$ cat config.mk
export PLATFORM = sky130hd
export DESIGN_NAME = muldiv_unit_flat
export DESIGN_NICKNAME = d
export VERILOG_FILES = /design/src/rtl/muldiv_if.sv /design/src/rtl/muldiv_unit.sv /design/src/flat_wrapper.sv
export SDC_FILE = /design/constraint.sdc
export NUM_CORES = 1
export LEC_CHECK = 0
export CORE_MARGIN = 4
export CORE_UTILIZATION = 50
export DETAILED_ROUTE_END_ITERATION = 16
export GPL_TIMING_DRIVEN = 0
export PLACE_DENSITY_LB_ADDON = 0.25
export SYNTH_ARGS = -nofsm -noshare
export SYNTH_HDL_FRONTEND = slang
export SYNTH_SLANG_ARGS = --single-unit
$ cat constraint.sdc
create_clock -name clk -period 5.7 [get_ports clk]
set_input_delay 1.14 -clock clk [delete_from_list [all_inputs] [get_ports clk]]
set_output_delay 1.14 -clock clk [all_outputs]
set_load 0.05 [all_outputs]
$ cat src/rtl/muldiv_if.sv
// Start/busy/done handshake bundle between the control unit and the iterative
// multiply/divide unit.
interface muldiv_if #(
    parameter int WIDTH = 32
);
    logic             start;
    logic             kill;
    logic [2:0]       op;
    logic [WIDTH-1:0] a;
    logic [WIDTH-1:0] b;
    logic             busy;
    logic             done;
    logic [WIDTH-1:0] result;

    modport master (
        output start, kill, op, a, b,
        input  busy, done, result
    );

    modport slave (
        input  start, kill, op, a, b,
        output busy, done, result
    );
endinterface

$ cat src/rtl/muldiv_unit.sv
// Iterative RV32M multiply/divide: radix-2 shift-add multiply and restoring
// divide on operand magnitudes, fixed WIDTH-cycle iteration plus one finish cycle.
//
// state | meaning
// IDLE  | waiting for start; result holds last value
// RUN   | one product/quotient bit per cycle, WIDTH cycles
// FIN   | done pulse; result valid
module muldiv_unit #(
    parameter int WIDTH = 32
) (
    input  logic     clk,
    input  logic     rst,
    muldiv_if.slave  bus
);
    localparam int CNT_W = $clog2(WIDTH) + 1;

    typedef enum logic [1:0] {
        IDLE = 2'd0,
        RUN  = 2'd1,
        FIN  = 2'd2
    } state_t;

    state_t           state;
    logic [CNT_W-1:0] cnt;
    logic [2:0]       op_q;
    logic             neg_a;
    logic             neg_b;
    logic [WIDTH-1:0] hi;
    logic [WIDTH-1:0] lo;
    logic [WIDTH-1:0] m;
    logic             busy_q;
    logic             done_q;
    logic [WIDTH-1:0] result_q;

    logic             a_signed;
    logic             b_signed;
    logic             a_neg_in;
    logic             b_neg_in;
    logic [WIDTH-1:0] a_mag;
    logic [WIDTH-1:0] b_mag;

    always_comb begin
        a_signed = (bus.op == 3'b001) || (bus.op == 3'b010) ||
                   (bus.op == 3'b100) || (bus.op == 3'b110);
        b_signed = (bus.op == 3'b001) || (bus.op == 3'b100) || (bus.op == 3'b110);
        a_neg_in = a_signed & bus.a[WIDTH-1];
        b_neg_in = b_signed & bus.b[WIDTH-1];
        a_mag    = a_neg_in ? -bus.a : bus.a;
        b_mag    = b_neg_in ? -bus.b : bus.b;
    end

    // One iteration: lo holds multiplier / dividend bits, m the multiplicand / divisor.
    logic [WIDTH:0]   add_sum;
    logic [WIDTH:0]   shl;
    logic [WIDTH:0]   diff;
    logic [WIDTH-1:0] hi_nxt;
    logic [WIDTH-1:0] lo_nxt;

    always_comb begin
        add_sum = {1'b0, hi} + (lo[0] ? {1'b0, m} : {(WIDTH+1){1'b0}});
        shl     = {hi, lo[WIDTH-1]};
        diff    = shl - {1'b0, m};
        if (op_q[2]) begin
            hi_nxt = diff[WIDTH] ? shl[WIDTH-1:0] : diff[WIDTH-1:0];
            lo_nxt = {lo[WIDTH-2:0], ~diff[WIDTH]};
        end else begin
            hi_nxt = add_sum[WIDTH:1];
            lo_nxt = {add_sum[0], lo[WIDTH-1:1]};
        end
    end

    // Sign fix-up on the values produced by the final iteration.
    logic               sign_diff;
    logic [2*WIDTH-1:0] prod;
    logic [2*WIDTH-1:0] prod_s;
    logic [WIDTH-1:0]   quo_s;
    logic [WIDTH-1:0]   rem_s;
    logic [WIDTH-1:0]   fix;

    always_comb begin
        sign_diff = neg_a ^ neg_b;
        prod      = {hi_nxt, lo_nxt};
        prod_s    = sign_diff ? -prod : prod;
        // A zero divisor yields all-ones regardless of dividend sign.
        if (m == '0)
            quo_s = '1;
        else
            quo_s = sign_diff ? -lo_nxt : lo_nxt;
        rem_s = neg_a ? -hi_nxt : hi_nxt;
        case (op_q)
            3'b000:                 fix = prod_s[WIDTH-1:0];
            3'b001, 3'b010, 3'b011: fix = prod_s[2*WIDTH-1:WIDTH];
            3'b100, 3'b101:         fix = quo_s;
            default:                fix = rem_s;
        endcase
    end

    always_ff @(posedge clk or posedge rst) begin
        if (rst) begin
            state    <= IDLE;
            cnt      <= '0;
            op_q     <= '0;
            neg_a    <= 1'b0;
            neg_b    <= 1'b0;
            hi       <= '0;
            lo       <= '0;
            m        <= '0;
            busy_q   <= 1'b0;
            done_q   <= 1'b0;
            result_q <= '0;
        end else begin
            done_q <= 1'b0;
            case (state)
                IDLE: begin
                    if (bus.start && !bus.kill) begin
                        state  <= RUN;
                        busy_q <= 1'b1;
                        cnt    <= '0;
                        op_q   <= bus.op;
                        neg_a  <= a_neg_in;
                        neg_b  <= b_neg_in;
                        hi     <= '0;
                        lo     <= a_mag;
                        m      <= b_mag;
                    end
                end
                RUN: begin
                    if (bus.kill) begin
                        state  <= IDLE;
                        busy_q <= 1'b0;
                    end else begin
                        hi  <= hi_nxt;
                        lo  <= lo_nxt;
                        cnt <= cnt + 1'b1;
                        if (cnt == CNT_W'(WIDTH - 1)) begin
                            state    <= FIN;
                            done_q   <= 1'b1;
                            result_q <= fix;
                        end
                    end
                end
                FIN: begin
                    state  <= IDLE;
                    busy_q <= 1'b0;
                end
                default: begin
                    state  <= IDLE;
                    busy_q <= 1'b0;
                end
            endcase
        end
    end

    assign bus.busy   = busy_q;
    assign bus.done   = done_q;
    assign bus.result = result_q;
endmodule

$ cat src/flat_wrapper.sv
// flat-port wrapper written by rule: the top's interface ports become plain ports
module muldiv_unit_flat 
#(
    parameter int WIDTH = 32
)
  (clk, rst, bus_start, bus_kill, bus_op, bus_a, bus_b, bus_busy, bus_done, bus_result);
  muldiv_if #(.WIDTH(WIDTH)) bus_i ();
  input  logic clk;
  input  logic rst;
  input wire logic [$bits(bus_i.start)-1:0] bus_start;
  input wire logic [$bits(bus_i.kill)-1:0] bus_kill;
  input wire logic [$bits(bus_i.op)-1:0] bus_op;
  input wire logic [$bits(bus_i.a)-1:0] bus_a;
  input wire logic [$bits(bus_i.b)-1:0] bus_b;
  output wire logic [$bits(bus_i.busy)-1:0] bus_busy;
  output wire logic [$bits(bus_i.done)-1:0] bus_done;
  output wire logic [$bits(bus_i.result)-1:0] bus_result;
  assign bus_i.start = bus_start;
  assign bus_i.kill = bus_kill;
  assign bus_i.op = bus_op;
  assign bus_i.a = bus_a;
  assign bus_i.b = bus_b;
  assign bus_busy = bus_i.busy;
  assign bus_done = bus_i.done;
  assign bus_result = bus_i.result;
  muldiv_unit #(.WIDTH(WIDTH)) u_core (.clk(clk), .rst(rst), .bus(bus_i));
endmodule
## Yosys cells after proc, flatten, opt, wreduce, memory -nomap -nowiden

Cells that the tools add are included.

- Add/sub/neg operators: 8
- Multipliers: 0
- Div/mod/pow operators: 0
- Order comparisons: 0
- Equal/unequal tests: 15
- Shift operators: 0
- Muxes and demuxes: 30
- Bitwise logic cells: 5
- Reduce and logical (&&, ||, !) cells: 18

Operators with widths:

| operator | count |
|---|---|
| 32-bit 2-to-1 mux | 13 |
| 32-bit negator | 4 |
| 32-bit one-hot mux with 2 select lines | 2 |
| 32-bit one-hot mux with 3 select lines | 1 |
| 64-bit 2-to-1 mux | 1 |
| 64-bit negator | 1 |
| 32-bit by 33-bit adder with 33-bit output | 1 |
| 33-bit by 32-bit subtractor with 33-bit output | 1 |
| 32-bit logical NOT | 1 |
| 3-bit equality test, second input constant | 4 |
| 6-bit 2-to-1 mux | 2 |
| 6-bit one-hot mux with 2 select lines | 1 |
| 3-bit by 2-bit equality test with 1-bit output, second input constant | 3 |
| 6-bit by 1-bit adder with 6-bit output, second input constant | 1 |
| 3-bit by 1-bit equality test with 1-bit output, second input constant | 2 |
| 6-bit by 5-bit equality test with 1-bit output, second input constant | 1 |
| 2-bit 2-to-1 mux | 3 |
| 2-bit AND reduction | 3 |
| 3-bit AND reduction | 2 |
| 1-bit logical OR | 5 |
| 1-bit 2-to-1 mux | 5 |
| 2-bit inequality test, second input constant | 2 |
| 2-bit one-hot mux with 2 select lines | 1 |
| 3-bit logical NOT | 1 |
| 13 further kinds | 15 |

- Bits in registers: 143
- Bits in latches: 0
- Memory bits (writable): 0
- Memory bits (read-only): 0
- Input port bits: 71
- Output and inout bits: 34
- Memories: 0

## Depth between registers and ports, before layout

Gate-level depths: netlist of the first run.

- Depth in word-level cells: 8
- Depth in mapped cells: 24

## Worst setup path before layout of the first run

OpenSTA, ideal clock, no wires.

- Path type: register to register
- Start point: reg u_core.op_q[2]
- End point: reg u_core.result_q[24] (netlist: u_core.bus.result[24])
- Setup time: 0.128 ns
- Data arrival time: 5.352 ns
- Setup slack: 0.219 ns
- Cell stages (with the launch flop): 24
- Path buffers: 9
- Clock period less this slack: 5.481 ns
- Cells stage by stage: dfrtp_1 -> buf_2 -> buf_4 -> buf_2 -> buf_2 -> buf_2 -> buf_2 -> buf_2 -> buf_1 -> mux2_2 -> inv_1 -> ha_1 -> o21ai_0 -> nor3_1 -> nor2b_1 -> nand3_1 -> nor2_2 -> nand2_1 -> or3_1 -> clkbuf_1 -> o41ai_1 -> xnor2_1 -> a221oi_1 -> o21ai_1

- Longest elaborated chain between the ends: 5
- Elaborated cells between the ends (all ways): 18

RTL lines:

| element | line | RTL |
|---|---|---|
| from (decl) | muldiv_unit.sv:25 | `logic [2:0] op_q;` |
| from (signal assigned) | muldiv_unit.sv:119 | `op_q <= bus.op;` |
| 32-bit 2-to-1 mux | muldiv_unit.sv:63 | `if (op_q[2]) begin` |
| 32-bit negator | muldiv_unit.sv:88 | `quo_s = sign_diff ? -lo_nxt : lo_nxt;` |
| 32-bit 2-to-1 mux | muldiv_unit.sv:88 |  |
| 32-bit 2-to-1 mux | muldiv_unit.sv:85 | `if (m == '0)` |
| 32-bit one-hot mux with 3 select lines (*) | muldiv_unit.sv:90 | `case (op_q)` |
| to (signal assigned) | muldiv_unit.sv:138 | `result_q <= fix;` |
| to (decl) | muldiv_unit.sv:33 | `logic [WIDTH-1:0] result_q;` |

Mark *: on every way between the ends. The rest lies on a longest branch, timed or not.
A chain may end at the register's enable or synchronous reset.

## Final worst setup path of the first run

- Start point: reg u_core.lo[0]
- End point: reg u_core.result_q[31] (netlist: u_core.bus.result[31])

- Longest elaborated chain between the ends: 7
- Elaborated cells between the ends (all ways): 12

RTL lines:

| element | line | RTL |
|---|---|---|
| from (decl) | muldiv_unit.sv:29 | `logic [WIDTH-1:0] lo;` |
| from (signal assigned) | muldiv_unit.sv:123 | `lo <= a_mag;` |
| from (signal assigned) | muldiv_unit.sv:133 | `lo <= lo_nxt;` |
| 32-bit 2-to-1 mux | muldiv_unit.sv:60 | `add_sum = {1'b0, hi} + (lo[0] ? {1'b0, m} : {(WIDTH+1){1'b0}});` |
| 32-bit by 33-bit adder with 33-bit output | muldiv_unit.sv:60 |  |
| 32-bit 2-to-1 mux | muldiv_unit.sv:63 |  |
| 32-bit negator | muldiv_unit.sv:88 |  |
| 32-bit 2-to-1 mux | muldiv_unit.sv:88 |  |
| 32-bit 2-to-1 mux | muldiv_unit.sv:85 |  |
| 32-bit one-hot mux with 3 select lines (*) | muldiv_unit.sv:90 |  |

Marks and branches as above.

==> run_results.csv, run 1 <==
group,metric,value,unit
outcome,status,"finished, final reports clean",
floorplanning,fp.dieW,183,um
clock_network,clk_latency,0.46,ns
timing,layout_setup_ws,0.0912,ns
setup_path,worst-path-max-fanout,10,
finish,syn2layout_area_growth,16.4,%
global_route,antenna_found_initial,2,
timing,rsz0062_at_grt,"yes",
route,totalWireLength,64600,um
route,drtIter0Drc,2626,
synth,synthArstFlopShare,100,%
synth,synth-edff-count,0,
timing,hold_viol_final,0,
timing,finalMaxSlewViolations,0,
synth,synth_nets,2192,
setup_path,arrival,6.00,ns
route,firstDrtPassIters,6,
setup_path,start_kind,"flip-flop",
setup_path,endpoint_kind,"flip-flop",
setup_path,critPathKind,"reg2reg",
clock_network,cts_sinks,143,
floorplanning,start_util,51.3,%
synth,ys_ff_latch,143,
finish,drive_above_1_share,8.47,%
synth,synth-main-ff-cell,"dfrtp_1",
route,via_per_inst,6.75,
setup_path,cp.required,6.10,ns
route,drc,0,
global_route,grt_max_degree,89,
pwr,p_total,8.18,mW
synth,synthCells,2050,
synth,ys_warn_count,0,
timing,finalSetupTns,0,ns
timing,period_minus_slack,5.61,ns
placement,dp_hpwl,50800,um
timing,setup_violations,0,
floorplanning,rows,63,
pwr,cellPowerDensity,457,nW/um^2
placement,place_ws,-1.93,ns
route,drtAntennaViolNets,0,
timing,max-slew-margin-rel,6.83,%
timing,fin_skew,0.0157,ns
floorplanning,die_h,183,um
clock_network,clockBufferDepth,2,
finish,layout_commonest_cell,"nand2_1",
clock_network,holdBufCountCts,0,
timing,worstMarginPinSlew,1.39,ns
finish,nets,2326,
timing,worst_hold_slack,0.489,ns
clock_network,htreeDepth,4,
clock_network,tritoncts,"built",
worst_hold_path,min_path_type,"reg2reg",
clock_network,worst_setup_hold_path_clk_slew,0.07,ns
floorplanning,die_area,33600,um^2
pwr,peakVddDrop,0.284,mV
floorplanning,core-area,30000,um^2
run,cap_violations,0,
global_route,grt_pass1_vias,16200,
global_route,track_usage,37.6,%
placement,portBuffers,104,
synth,synth_area,15400,um^2
route,vias,17500,
route,post_drt_wl_per_cell,25.0,um
setup_path,reg2reg_slack,0.09,ns
finish,utilization,59.7,%
floorplanning,io_pins,105,
synth,yosysSeqAreaShare,23.3,%
placement,gp_congestion,1.05,
timing,fmax,178,MHz
clock_network,cts_buffers,17,
global_route,grt.overflow.total,0,
synth,synth_cell_type_count,110,
clock_network,cts-root-buf,"clkbuf_16",
pwr,leakage,7.10,nW
global_route,grt_pass1_wl,98200,um
finish,final_cell_mix,"nand2_1 (226), nor2_1 (194), a21oi_1 (190)",
timing,timing.final.crit_share,98.4,%
synth,synth_area_per_cell,7.49,um^2
==> logic make-up (layout without fill, tap and decap cells) <==
group	after synthesis	after routing	synth area share [%]
AOI/OAI and AO/OA	705	705	29.8
xor gates and xnor gates	173	173	9.87
adders and majority gates	71	71	5.88
buffers and inverters	180	327	4.71
DFF	143	143	23.3
muxes	51	51	3.49
other	0	1	0
and+or+nand+nor	727	727	22.9
==> final timing paths <==
kind | end | startpoint | cells after the start
worst max-delay path | u_core.bus.result[31] | u_core.lo[0] | 17
worst min-delay path | u_core.bus.result[6] | u_core.bus.result[6] | 2
worst max register to register | u_core.bus.result[31] | u_core.lo[0] | 17
worst min register to register | u_core.bus.result[6] | u_core.bus.result[6] | 2
max in group asynchronous | u_core.hi[8] | rst | 3
min in group asynchronous | u_core.hi[27] | rst | 2
==> through the flow <==
step / area, um^2 / cells
floorplan: 15400 / 2050
detailed placement: 16900 / 2545
finish: 17900 / 2588
global route: 17900 / 2587
CTS: 17700 / 2582
global placement: 16900 / 2544
==> timing repair <==
item,CTS,global route
buffers inserted,7,6
resized for setup,35,34
pin swaps,9,11
setup endpoints to repair,18,21
==> where the power goes <==
group / internal [mW] / switching (mW) / total [mW] / leakage, nW
sequential: 1.20 / 0.353 / 1.56 / 1.82
combinational: 1.83 / 3.60 / 5.42 / 5.00
clock: 0.676 / 0.518 / 1.19 / 0.291
total: 3.71 / 4.47 / 8.18 / 7.10
==> flip-flops by register name, indices dropped and copies added (netlist names), 2 cells and up <==
signal,count
u_core.bus.result,32
u_core.hi,32
u_core.lo,32
u_core.m,32
u_core.cnt,6
u_core.op_q,3
u_core.state,2
==> synthesized netlist by cell type, types with 9 or more instances <==
master	count	area, um^2
xnor2_1	102	893
o21a_1	14	105
o221ai_1	9	78.8
inv_1	71	267
o21bai_1	13	97.6
xor2_1	71	622
mux2_2	20	225
a211oi_1	18	135
nor3_1	52	260
nor4_1	18	113
nand2b_1	16	100
o21ai_0	182	911
a21o_1	22	165
o21ai_1	23	115
nand2_1	227	852
o31ai_1	29	218
and2_1	49	307
a22o_1	22	193
a41oi_1	11	96.3
o211ai_1	25	188
o22ai_1	14	87.6
a21oi_1	193	966
o41ai_1	24	210
buf_2	20	100
a31oi_1	18	113
dfrtp_1	143	3580
nor2_1	196	736
or3_1	21	131
mux2i_1	31	310
clkbuf_1	76	285
nand3_1	41	205
nor2b_1	15	93.8
nand4_1	27	169
ha_1	69	863
==> routing by layer <==
| layer | vias up | wire length [um] | GRT usage [%] |
|---|---|---|---|
| met3 | 183 | 7980 | 9.60 |
| met1 | 8377 | 27400 | 54.5 |
| li1 | 7790 | - | - |
| met2 | 1125 | 26900 | 54.6 |
| met5 | - | 15 | 0 |
| met4 | 2 | 2300 | 12.3 |
==> final cells by class <==
class | count | area, um^2
antenna | 1 | 2.50
buffer | 104 | 460
clock buffer | 19 | 453
clock inverter | 13 | 150
fill | 2802 | 12100
inverter | 73 | 279
multi-input combinational | 1727 | 11300
sequential | 143 | 3580
tap | 390 | 488
timing repair buffer | 118 | 1170
==> worst max-delay path, stage by stage, from the launching register on <==
cell and delay, ns:
dfrtp_1 0.51, clkbuf_2 0.27, and2_1 0.18, ha_1 0.23, fa_1 0.45, a211oi_1 0.39
o21ai_2 0.23, o21a_1 0.26, o21ai_1 0.32, a211oi_1 0.18, o31ai_1 0.33, o211ai_2 0.25
nor4_4 0.32, nand4_2 0.22, or4_4 0.60, o32a_1 0.35, nand4_1 0.21, o221a_1 0.23
Note: power is estimated with default switching activity, not from simulation.
==> inputs of run 2 (changes only) <==
--- a/config.mk
+++ b/config.mk
@@ -5,6 +5,8 @@
 export SDC_FILE = /design/constraint.sdc
 export NUM_CORES = 1
 export LEC_CHECK = 0
+export CAP_MARGIN = 20
+export CORE_ASPECT_RATIO = 0.7
 export CORE_MARGIN = 4
 export CORE_UTILIZATION = 50
 export DETAILED_ROUTE_END_ITERATION = 16
==> run_results.csv, run 2 (synthesized netlist as in run 1, its figures left out) <==
group,metric,value,unit
global_route,grt.overflow.total,0,
route,wl_met2,25700,um
route,drc,0,
floorplanning,start_util,50.9,%
timing,max-slew-margin-rel,25.9,%
pwr,peakVddDrop,0.247,mV
setup_path,timing.rr.start,"u_core.lo[0]",
floorplanning,die_area,33600,um^2
timing,layout_setup_ws,0.141,ns
finish,drive_above_1_share,8.93,%
setup_path,worst-path-max-fanout,10,
worst_hold_path,whs_path_depth,2,
finish,utilization,59.6,%
setup_path,crit_slowest_cell,"or4_4",
setup_path,reg2reg_slack,0.14,ns
setup_path,r2r-end,"u_core.bus.result[31]",
timing,period_minus_slack,5.56,ns
setup_path,path_cells,"clkbuf_2, and2_1, ha_1, fa_1, a211oi_1, o21ai_2, o21a_1, nor3_1, o221ai_1, o41ai_4, nor3_2, nor4_4, nand4_2, or4_4, o32a_1, nand4_1, o221a_1",
floorplanning,io_pins,105,
setup_path,endpoint_kind,"flip-flop",
timing,fmax,180,MHz
floorplanning,rows,53,
route,drtIter0Drc,2521,
pwr,leakage,7.15,nW
route,totalWireLength,65800,um
route,drtAntennaViolNets,0,
finish,regArea,3590,um^2
route,firstDrtPassIters,9,
placement,portBuffers,104,
route,highest_layer,"met4",
worst_hold_path,min_path_type,"reg2reg",
clock_network,cts-root-buf,"clkbuf_16",
setup_path,critPathKind,"reg2reg",
worst_hold_path,hold_end,"u_core.bus.result[22]",
timing,timing.final.crit_share,97.5,%
global_route,grt_max_degree,96,
clock_network,clockBufferDepth,2,
placement,placed_cells,2568,
timing,finalMaxSlewViolations,0,
route,via_per_inst,6.70,
global_route,track_usage,38.0,%
finish,final_cell_mix,"nand2_1 (226), nor2_1 (195), a21oi_1 (190)",
route,dr_wl_met3,9430,um
placement,gp_congestion,1.06,
finish,stdcell_count,2618,
floorplanning,die_h,155,um
setup_path,max_stage_delay,0.56,ns
placement,place_ws,-2.01,ns
timing,hold_viol_final,0,
outcome,status,"finished, final reports clean",
timing,finalSetupTns,0,ns
timing,worstMarginPinSlew,1.11,ns
clock_network,clk_latency,0.46,ns
global_route,grt_pass1_vias,15900,
timing,setup_violations,0,
placement,dp_hpwl,52400,um
clock_network,cts_buffers,17,
timing,fin_skew,0.0103,ns
setup_path,arrival,5.95,ns
clock_network,htreeDepth,4,
global_route,grt_pass1_wl,98300,um
setup_path,start_kind,"flip-flop",
clock_network,cts_sinks,143,
finish,antennaDiodeCount,0,
route,post_drt_wl_per_cell,25.1,um
finish,fillers,2829,
timing,worst_hold_slack,0.477,ns
global_route,antenna_found_initial,2,
route,m1WireLength,29500,um
pwr,cellPowerDensity,453,nW/um^2
finish,nets,2335,
finish,layout_commonest_cell,"nand2_1",
clock_network,worst_setup_hold_path_clk_slew,0.07,ns
finish,syn2layout_area_growth,17.0,%
worst_hold_path,min-delay-start,"u_core.bus.result[22]",
clock_network,holdBufCountCts,0,
route,vias,17500,
setup_path,cp.required,6.09,ns
run,cap_violations,0,
finish,multi_input_area,11300,um^2
setup_path,rr_worst_depth,17,
clock_network,tritoncts,"built",
floorplanning,core-area,30200,um^2
floorplanning,fp.dieW,217,um
run 2: changes by cell type in the layout (fill, tap and decap cells not counted), moves of 2 or more:
cell / previous run / this run
buf_4: 23 / 28
dfrtp_1: 138 / 135
dfrtp_2: 5 / 8
nor4_2: 0 / 2
buf_6: 1 / 6
run 2: critical path, delay by kind of cell, from the launching register on:
kind	cells	cell delay, ns
AO/OA/AOI/OAI	7	1.78
adder cells (fa/ha/maj)	2	0.65
buffers and inverters	1	0.31
flip-flops	1	0.53
AND/OR/NAND/NOR	7	2.21
run 2: final cells by class:
class,count,area share (%)
sequential,143,20.0
timing repair buffer,127,6.85
clock buffer,19,2.52
buffer,104,2.72
tap,412,2.87
inverter,73,1.55
clock inverter,13,0.836
multi-input combinational,1727,62.7
run 2: how the worst max path moves through the flow:
stage	startpoint	endpoint	slack (ns)	cells after the start
after global placement	u_core.op_q[2]	u_core.bus.result[16]	-1.92	23
after global routing	u_core.lo[0]	u_core.bus.result[29]	-0.005	18
after CTS	u_core.lo[31]	u_core.bus.result[24]	0.03	24
after detailed placement	u_core.op_q[2]	u_core.bus.result[24]	-2.01	23
final	u_core.lo[0]	u_core.bus.result[31]	0.14	17
after floorplan	u_core.op_q[2]	u_core.bus.result[24]	0.22	23
run 2: layer usage:
layer | global-route usage, % | up-vias
met4 | 7.32 | 0
met2 | 51.5 | 1137
met5 | 0 | -
li1 | - | 7804
met1 | 59.0 | 8515
met3 | 11.3 | 86
run 2: timing repair:
item                                    CTS  global route
endpoints found under the setup margin   23            18
resized for setup                        46            31
pin swaps                                 6            13
buffers inserted                          6            15
run 2: metrics by stage:
step	area, um^2	power (mW)
floorplan	15400	4.88
global placement	16900	6.42
detailed placement	16900	6.48
CTS	17700	7.77
global route	18000	8.52
finish	18000	8.13
run 2: power by group:
part           internal (mW)  switching, mW  total [mW]
combinational           1.84           3.53        5.37
sequential              1.21          0.358        1.56
clock                  0.677          0.517        1.19
